## config.mk

```make
export PLATFORM = sky130hd
export DESIGN_NAME = spi_responder
export DESIGN_NICKNAME = d
export VERILOG_FILES = /design/src/rtl/spi_responder_pkg.sv /design/src/rtl/spi_sync_edge.sv /design/src/rtl/spi_responder.sv
export SDC_FILE = /design/constraint.sdc
export NUM_CORES = 1
export LEC_CHECK = 0
export ABC_AREA = 0
export CORE_UTILIZATION = 48
export DETAILED_ROUTE_END_ITERATION = 8
export PLACE_DENSITY = 0.78
export SYNTH_ARGS = -nofsm -noshare
export SYNTH_HDL_FRONTEND = slang
export SYNTH_HIERARCHICAL = 1
export SYNTH_SLANG_ARGS = --single-unit
export TNS_END_PERCENT = 30
```

## constraint.sdc

```tcl
create_clock -name CLK -period 1.68 [get_ports CLK]
set_clock_uncertainty 0.2 [all_clocks]
set_input_delay 0.252 -clock CLK [delete_from_list [all_inputs] [get_ports CLK]]
set_output_delay 0.252 -clock CLK [all_outputs]
set_load 0.1 [all_outputs]
```

## src/rtl/spi_responder_pkg.sv

```systemverilog
// Shared Gigatron extension package: SPI responder state encoding
// and the default byte sent when nothing is queued.
package spi_responder_pkg;

    typedef enum logic {
        ST_IDLE  = 1'b0,
        ST_SHIFT = 1'b1
    } spi_state_t;

    localparam logic [7:0] IDLE_BYTE_DEF = 8'hFF;

endpackage

```

## src/rtl/spi_sync_edge.sv

```systemverilog
// Synchronizer plus edge detector for one asynchronous input.
// Ports: CLK, RST (sync, active-high), D (async in), lvl/rise/fall.
module spi_sync_edge #(
    parameter int   STAGES    = 2,
    parameter logic RESET_VAL = 1'b0
) (
    input  logic CLK,
    input  logic RST,
    input  logic D,
    output logic lvl,
    output logic rise,
    output logic fall
);

    logic [STAGES-1:0] sync;
    logic              prev;
    logic [STAGES:0]   primed;

    always_ff @(posedge CLK) begin
        if (RST) begin
            sync   <= {STAGES{RESET_VAL}};
            prev   <= RESET_VAL;
            primed <= '0;
        end else begin
            sync   <= {sync[STAGES-2:0], D};
            prev   <= sync[STAGES-1];
            primed <= {primed[STAGES-1:0], 1'b1};
        end
    end

    // Edges are masked until the chain has flushed its reset value,
    // so a pin already at the other level is not seen as an edge.
    assign lvl  = sync[STAGES-1];
    assign rise = primed[STAGES] &  lvl & ~prev;
    assign fall = primed[STAGES] & ~lvl &  prev;

endmodule

```

## src/rtl/spi_responder.sv

```systemverilog
// SPI mode-0 responder with a one-entry transmit holding register.
// Ports: CLK, RST, SCK/MOSI/nSS (async SPI), MISO/MISO_OE,
// TXDATA/TXVALID/TXREADY, RXDATA/RXVALID, TXUNDER (sticky).
module spi_responder
    import spi_responder_pkg::*;
#(
    parameter logic [7:0] IDLE_BYTE   = IDLE_BYTE_DEF,
    parameter int         SYNC_STAGES = 2
) (
    input  logic       CLK,
    input  logic       RST,
    input  logic       SCK,
    input  logic       MOSI,
    input  logic       nSS,
    output logic       MISO,
    output logic       MISO_OE,
    input  logic [7:0] TXDATA,
    input  logic       TXVALID,
    output logic       TXREADY,
    output logic [7:0] RXDATA,
    output logic       RXVALID,
    output logic       TXUNDER
);

    logic sck_lvl_unused;
    logic sck_rise;
    logic sck_fall;
    logic nss_lvl;
    logic nss_rise;
    logic nss_fall;

    spi_sync_edge #(
        .STAGES    (SYNC_STAGES),
        .RESET_VAL (1'b0)
    ) u_sck (
        .CLK  (CLK),
        .RST  (RST),
        .D    (SCK),
        .lvl  (sck_lvl_unused),
        .rise (sck_rise),
        .fall (sck_fall)
    );

    spi_sync_edge #(
        .STAGES    (SYNC_STAGES),
        .RESET_VAL (1'b1)
    ) u_nss (
        .CLK  (CLK),
        .RST  (RST),
        .D    (nSS),
        .lvl  (nss_lvl),
        .rise (nss_rise),
        .fall (nss_fall)
    );

    // MOSI goes through the same depth so it lines up with SCK.
    logic [SYNC_STAGES-1:0] mosi_sync;
    logic                   mosi_lvl;

    always_ff @(posedge CLK) begin
        if (RST) begin
            mosi_sync <= '0;
        end else begin
            mosi_sync <= {mosi_sync[SYNC_STAGES-2:0], MOSI};
        end
    end

    assign mosi_lvl = mosi_sync[SYNC_STAGES-1];

    spi_state_t state;
    logic [2:0] bitcnt;
    logic [7:0] hold;
    logic       hold_full;
    logic       accepted;
    logic [7:0] sout;
    logic [7:0] rsh;
    logic       load;
    logic       take;

    assign take = TXVALID & ~hold_full;

    // Byte boundary: select fall in IDLE, or the SCK fall that
    // follows the eighth rise (counter already wrapped to 0).
    assign load = ((state == ST_IDLE) & nss_fall) |
                  ((state == ST_SHIFT) & ~nss_rise &
                   sck_fall & (bitcnt == 3'd0));

    always_ff @(posedge CLK) begin
        if (RST) begin
            state     <= ST_IDLE;
            bitcnt    <= 3'd0;
            hold      <= 8'h00;
            hold_full <= 1'b0;
            accepted  <= 1'b0;
            sout      <= IDLE_BYTE;
            rsh       <= 8'h00;
            RXDATA    <= 8'h00;
            RXVALID   <= 1'b0;
            TXUNDER   <= 1'b0;
        end else begin
            RXVALID <= 1'b0;

            if (take) begin
                hold      <= TXDATA;
                hold_full <= 1'b1;
                accepted  <= 1'b1;
            end else if (load) begin
                hold_full <= 1'b0;
            end

            unique case (state)
                ST_IDLE: begin
                    if (nss_fall) begin
                        state  <= ST_SHIFT;
                        bitcnt <= 3'd0;
                    end
                end
                ST_SHIFT: begin
                    if (nss_rise) begin
                        state  <= ST_IDLE;
                        bitcnt <= 3'd0;
                        rsh    <= 8'h00;
                    end else if (sck_rise) begin
                        rsh    <= {rsh[6:0], mosi_lvl};
                        bitcnt <= bitcnt + 3'd1;
                        if (bitcnt == 3'd7) begin
                            RXDATA  <= {rsh[6:0], mosi_lvl};
                            RXVALID <= 1'b1;
                        end
                    end else if (sck_fall && bitcnt != 3'd0) begin
                        sout <= {sout[6:0], 1'b0};
                    end
                end
                default: state <= ST_IDLE;
            endcase

            // The load sees the old holding contents even when a
            // new byte is accepted in the same cycle.
            if (load) begin
                sout <= hold_full ? hold : IDLE_BYTE;
                if (!hold_full && accepted) begin
                    TXUNDER <= 1'b1;
                end
            end
        end
    end

    assign MISO    = sout[7];
    assign MISO_OE = ~nss_lvl;
    assign TXREADY = ~hold_full;

endmodule

```

==> impl_metrics.py <==
metrics = {
    "critical_path": {
        "cp_data_arrival_time_ps": 1660,
        "worstReg2RegEnd": "hold_full",
        "critPathRequiredTime_ps": 1690,
        "worstPathCellList": "and3b_1 > nand2b_4 > o31ai_4 > o21ai_1 > and2_1",
        "reg2reg_slack_ps": 30,
        "r2r_start": "u_nss/prev",
        "worst-path-buf-inv": 0,
        "crit_type": "reg2reg",
        "ff2ff_path_depth": 5,
        "crit_family": "simple AND/OR/NAND/NOR gates",
        "cp-end-kind": "register",
        "cp_slowest_cell": "o31ai_4",
        "startpoint_type": "register",
        "slowest_delay_ps": 380,
        "crit_fanout": 6,
    },
    "route": {
        "vias_per_cell": 5.23,
        "drt-initial-drc-count": 97,
        "drc": 0,
        "routedWlPerCell_um": 12.9,
        "wl_mm": 3.77,
        "ant_nets": 0,
        "drtPass1Iterations": 4,
        "num_vias": 1533,
    },
    "finish": {
        "diodes": 0,
        "final_cell_mix": "dfxtp_1, nand2_1, a21oi_1",
        "areaGrowthSynthToFinish_pct": 30.8,
        "finalNetCount": 261,
        "layout_commonest_cell": "dfxtp_1",
        "fill_cells": 326,
        "fin_util_pct": 67.1,
        "final_layout_size_suffix_gt1_share_pct": 14.7,
    },
    "floorplanning": {
        "start_util_pct": 51.3,
        "die-area_sq_um": 4260,
        "ioPinCount": 27,
        "die_width_um": 65.2,
        "rows": 22,
        "die_height_um": 65.2,
        "core_sq_um": 3740,
    },
    "synthesis": {
        "syn-num-nets": 229,
        "ys_types": 30,
        "syn_inst": 212,
        "yosys_warnings": 6,
        "async_reset_ff_share_pct": 0,
        "synth_ff_type": "dfxtp_1",
        "syn_avg_cell_area_sq_um": 9.05,
        "ys_ff_latch": 53,
        "synth-edff-count": 0,
        "seq_area_frac_synth_pct": 55.3,
        "synth_area_sq_um": 1920,
    },
    "hold_path": {
        "holdPathStages": 1,
        "hp-class": "reg2reg",
        "min_from": "u_nss/sync[0]",
        "min_to": "u_nss/sync[1]",
    },
    "clock_tree": {
        "clk_pin_slew_worst_paths_ps": 90,
        "root_buffer": "clkbuf_8",
        "cts_max_level": 2,
        "cts-buffers-inserted": 5,
        "cts_tree": "yes",
        "clk_path_buf_depth": 2,
        "worstSkewPairLatency_ps": 300,
        "cts.sink_count": 53,
    },
    "power": {
        "intPower_mw": 1.65,
        "power.switching_uw": 490,
        "combPwrFrac_pct": 7.5,
        "powerDensity_nw_per_um2": 853,
        "peakVddDrop_uv": 660,
        "clkPwrFrac_pct": 31.6,
        "power_frac_seq_pct": 60.9,
        "p_leak_nw": 1.01,
        "p_sw_share_pct": 22.9,
    },
    "timing": {
        "setup_ws_ps": 32.3,
        "min_period_over_period_pct": 98.1,
        "finalSetupViolCount": 0,
        "period_minus_slack_ps": 1650,
        "maxSlewViolCount": 0,
        "slew-limit-headroom_pct": 74.1,
        "rsz0062_at_grt": "true",
        "fin_setup_tns_ps": 0,
        "finalHoldViolCount": 0,
        "worstMarginPinSlew_ps": 388,
        "max_freq_ghz": 0.607,
    },
    "global_route": {
        "grt_max_degree": 53,
        "grt_pass1_vias": 1382,
        "grt_first_pass_wirelength_mm": 5.97,
        "grt_use_met3_pct": 5.38,
        "grt_busiest_layer": "met2",
        "overflow": 0,
        "antenna_found_initial": 0,
        "grt_use_total_pct": 18.3,
        "grtUsageMet2_pct": 31.7,
        "globalRouteMet1Util_pct": 21.6,
    },
    "place": {
        "place_hpwl_mm": 2.53,
        "place.port_buffers": 26,
        "dp_slack_ps": -17.1,
        "gp_congestion": 0.765,
    },
    "run": {
        "cap_violations": 0,
    },
    "outcome": {
        "status": "complete, no violations",
    },
}
## timing repair
item,in CTS,in global routing
cloned,0,1
pin swaps,1,1
endpoints found under the setup margin,4,18
resized for setup,0,6
hold buffers,0,0
buffers inserted,0,0
## cell type report
class	instances	area (sq um)	share of cell area, %
Clock buffer	6	72.6	2.89
Sequential cell	53	1060	42.3
Tap cell	48	60.1	2.39
Multi-Input combinational cell	141	811	32.3
Inverter	9	33.8	1.35
Timing Repair Buffer	34	463	18.4
Clock inverter	2	10.0	0.399
## through the flow
stage | hold WS, ps | area [sq um] | std cells | total power, mW
after global placement | 188 | 2390 | 284 | 1.49
after CTS | 215 | 2470 | 292 | 2.16
after global routing | 232 | 2510 | 293 | 2.22
final | 215 | 2510 | 293 | 2.14
after detailed placement | 194 | 2390 | 284 | 1.49
after floorplan | 109 | 1920 | 212 | 1.42
## how the worst max path moves through the flow
stage,startpoint,endpoint,cells past startpoint
after global placement,u_nss/prev,hold_full,5
after CTS,bitcnt[0],hold_full,6
after detailed placement,u_nss/prev,hold_full,5
final,u_nss/prev,hold_full,5
after floorplan,u_nss/sync[1],hold_full,6
after global routing,u_nss/prev,sout[0],5
## power by group through the flow
stage | clock (mW) | sequential [mW] | combinational (mW)
after floorplan | 0 | 1.33 | 0.0866
after global placement | 0 | 1.33 | 0.156
after detailed placement | 0 | 1.33 | 0.158
after CTS | 0.694 | 1.31 | 0.159
after global routing | 0.737 | 1.31 | 0.173
final | 0.676 | 1.30 | 0.160
## layer usage
metal	up-vias	part of all wire, %
met5	-	0
met4	0	1.4
met3	8	5.1
met2	40	49
met1	705	45
li1	780	-
## kinds of logic after synthesis
logic type	Yosys count	share of synthesized area, %
buffers and inverters	19	4.43
DFF	53	55.3
and+or+nand+nor	88	22.9
adders and majority gates	3	1.96
muxes	1	0.522
AOI/OAI and AO/OA	48	14.9
## registers in the layout, summed over array words and instances, names as in the netlist, 2 cells and up
register and flops:
bitcnt 3, rsh 7, u_nss/sync 2, u_sck/sync 2, RXDATA 8, u_nss/primed 3
hold 8, u_sck/primed 3, mosi_sync 2, sout 8
## cell usage after synthesis (all sizes together) (2+ instances only)
| cell | n | area [sq um] |
|---|---|---|
| nand2 | 35 | 134 |
| a22oi | 8 | 60.1 |
| nand2b | 3 | 21.3 |
| and2 | 2 | 12.5 |
| dfxtp | 53 | 1060 |
| a21oi | 25 | 125 |
| or2 | 3 | 18.8 |
| inv | 9 | 33.8 |
| ha | 3 | 37.5 |
| and3b | 5 | 43.8 |
| nor2 | 13 | 48.8 |
| o21ai | 10 | 50.0 |
| clkbuf | 6 | 22.5 |
| buf | 4 | 28.8 |
| nor2b | 10 | 62.6 |
| nand3 | 14 | 70.1 |
Note: power is estimated with default switching activity, not from simulation.
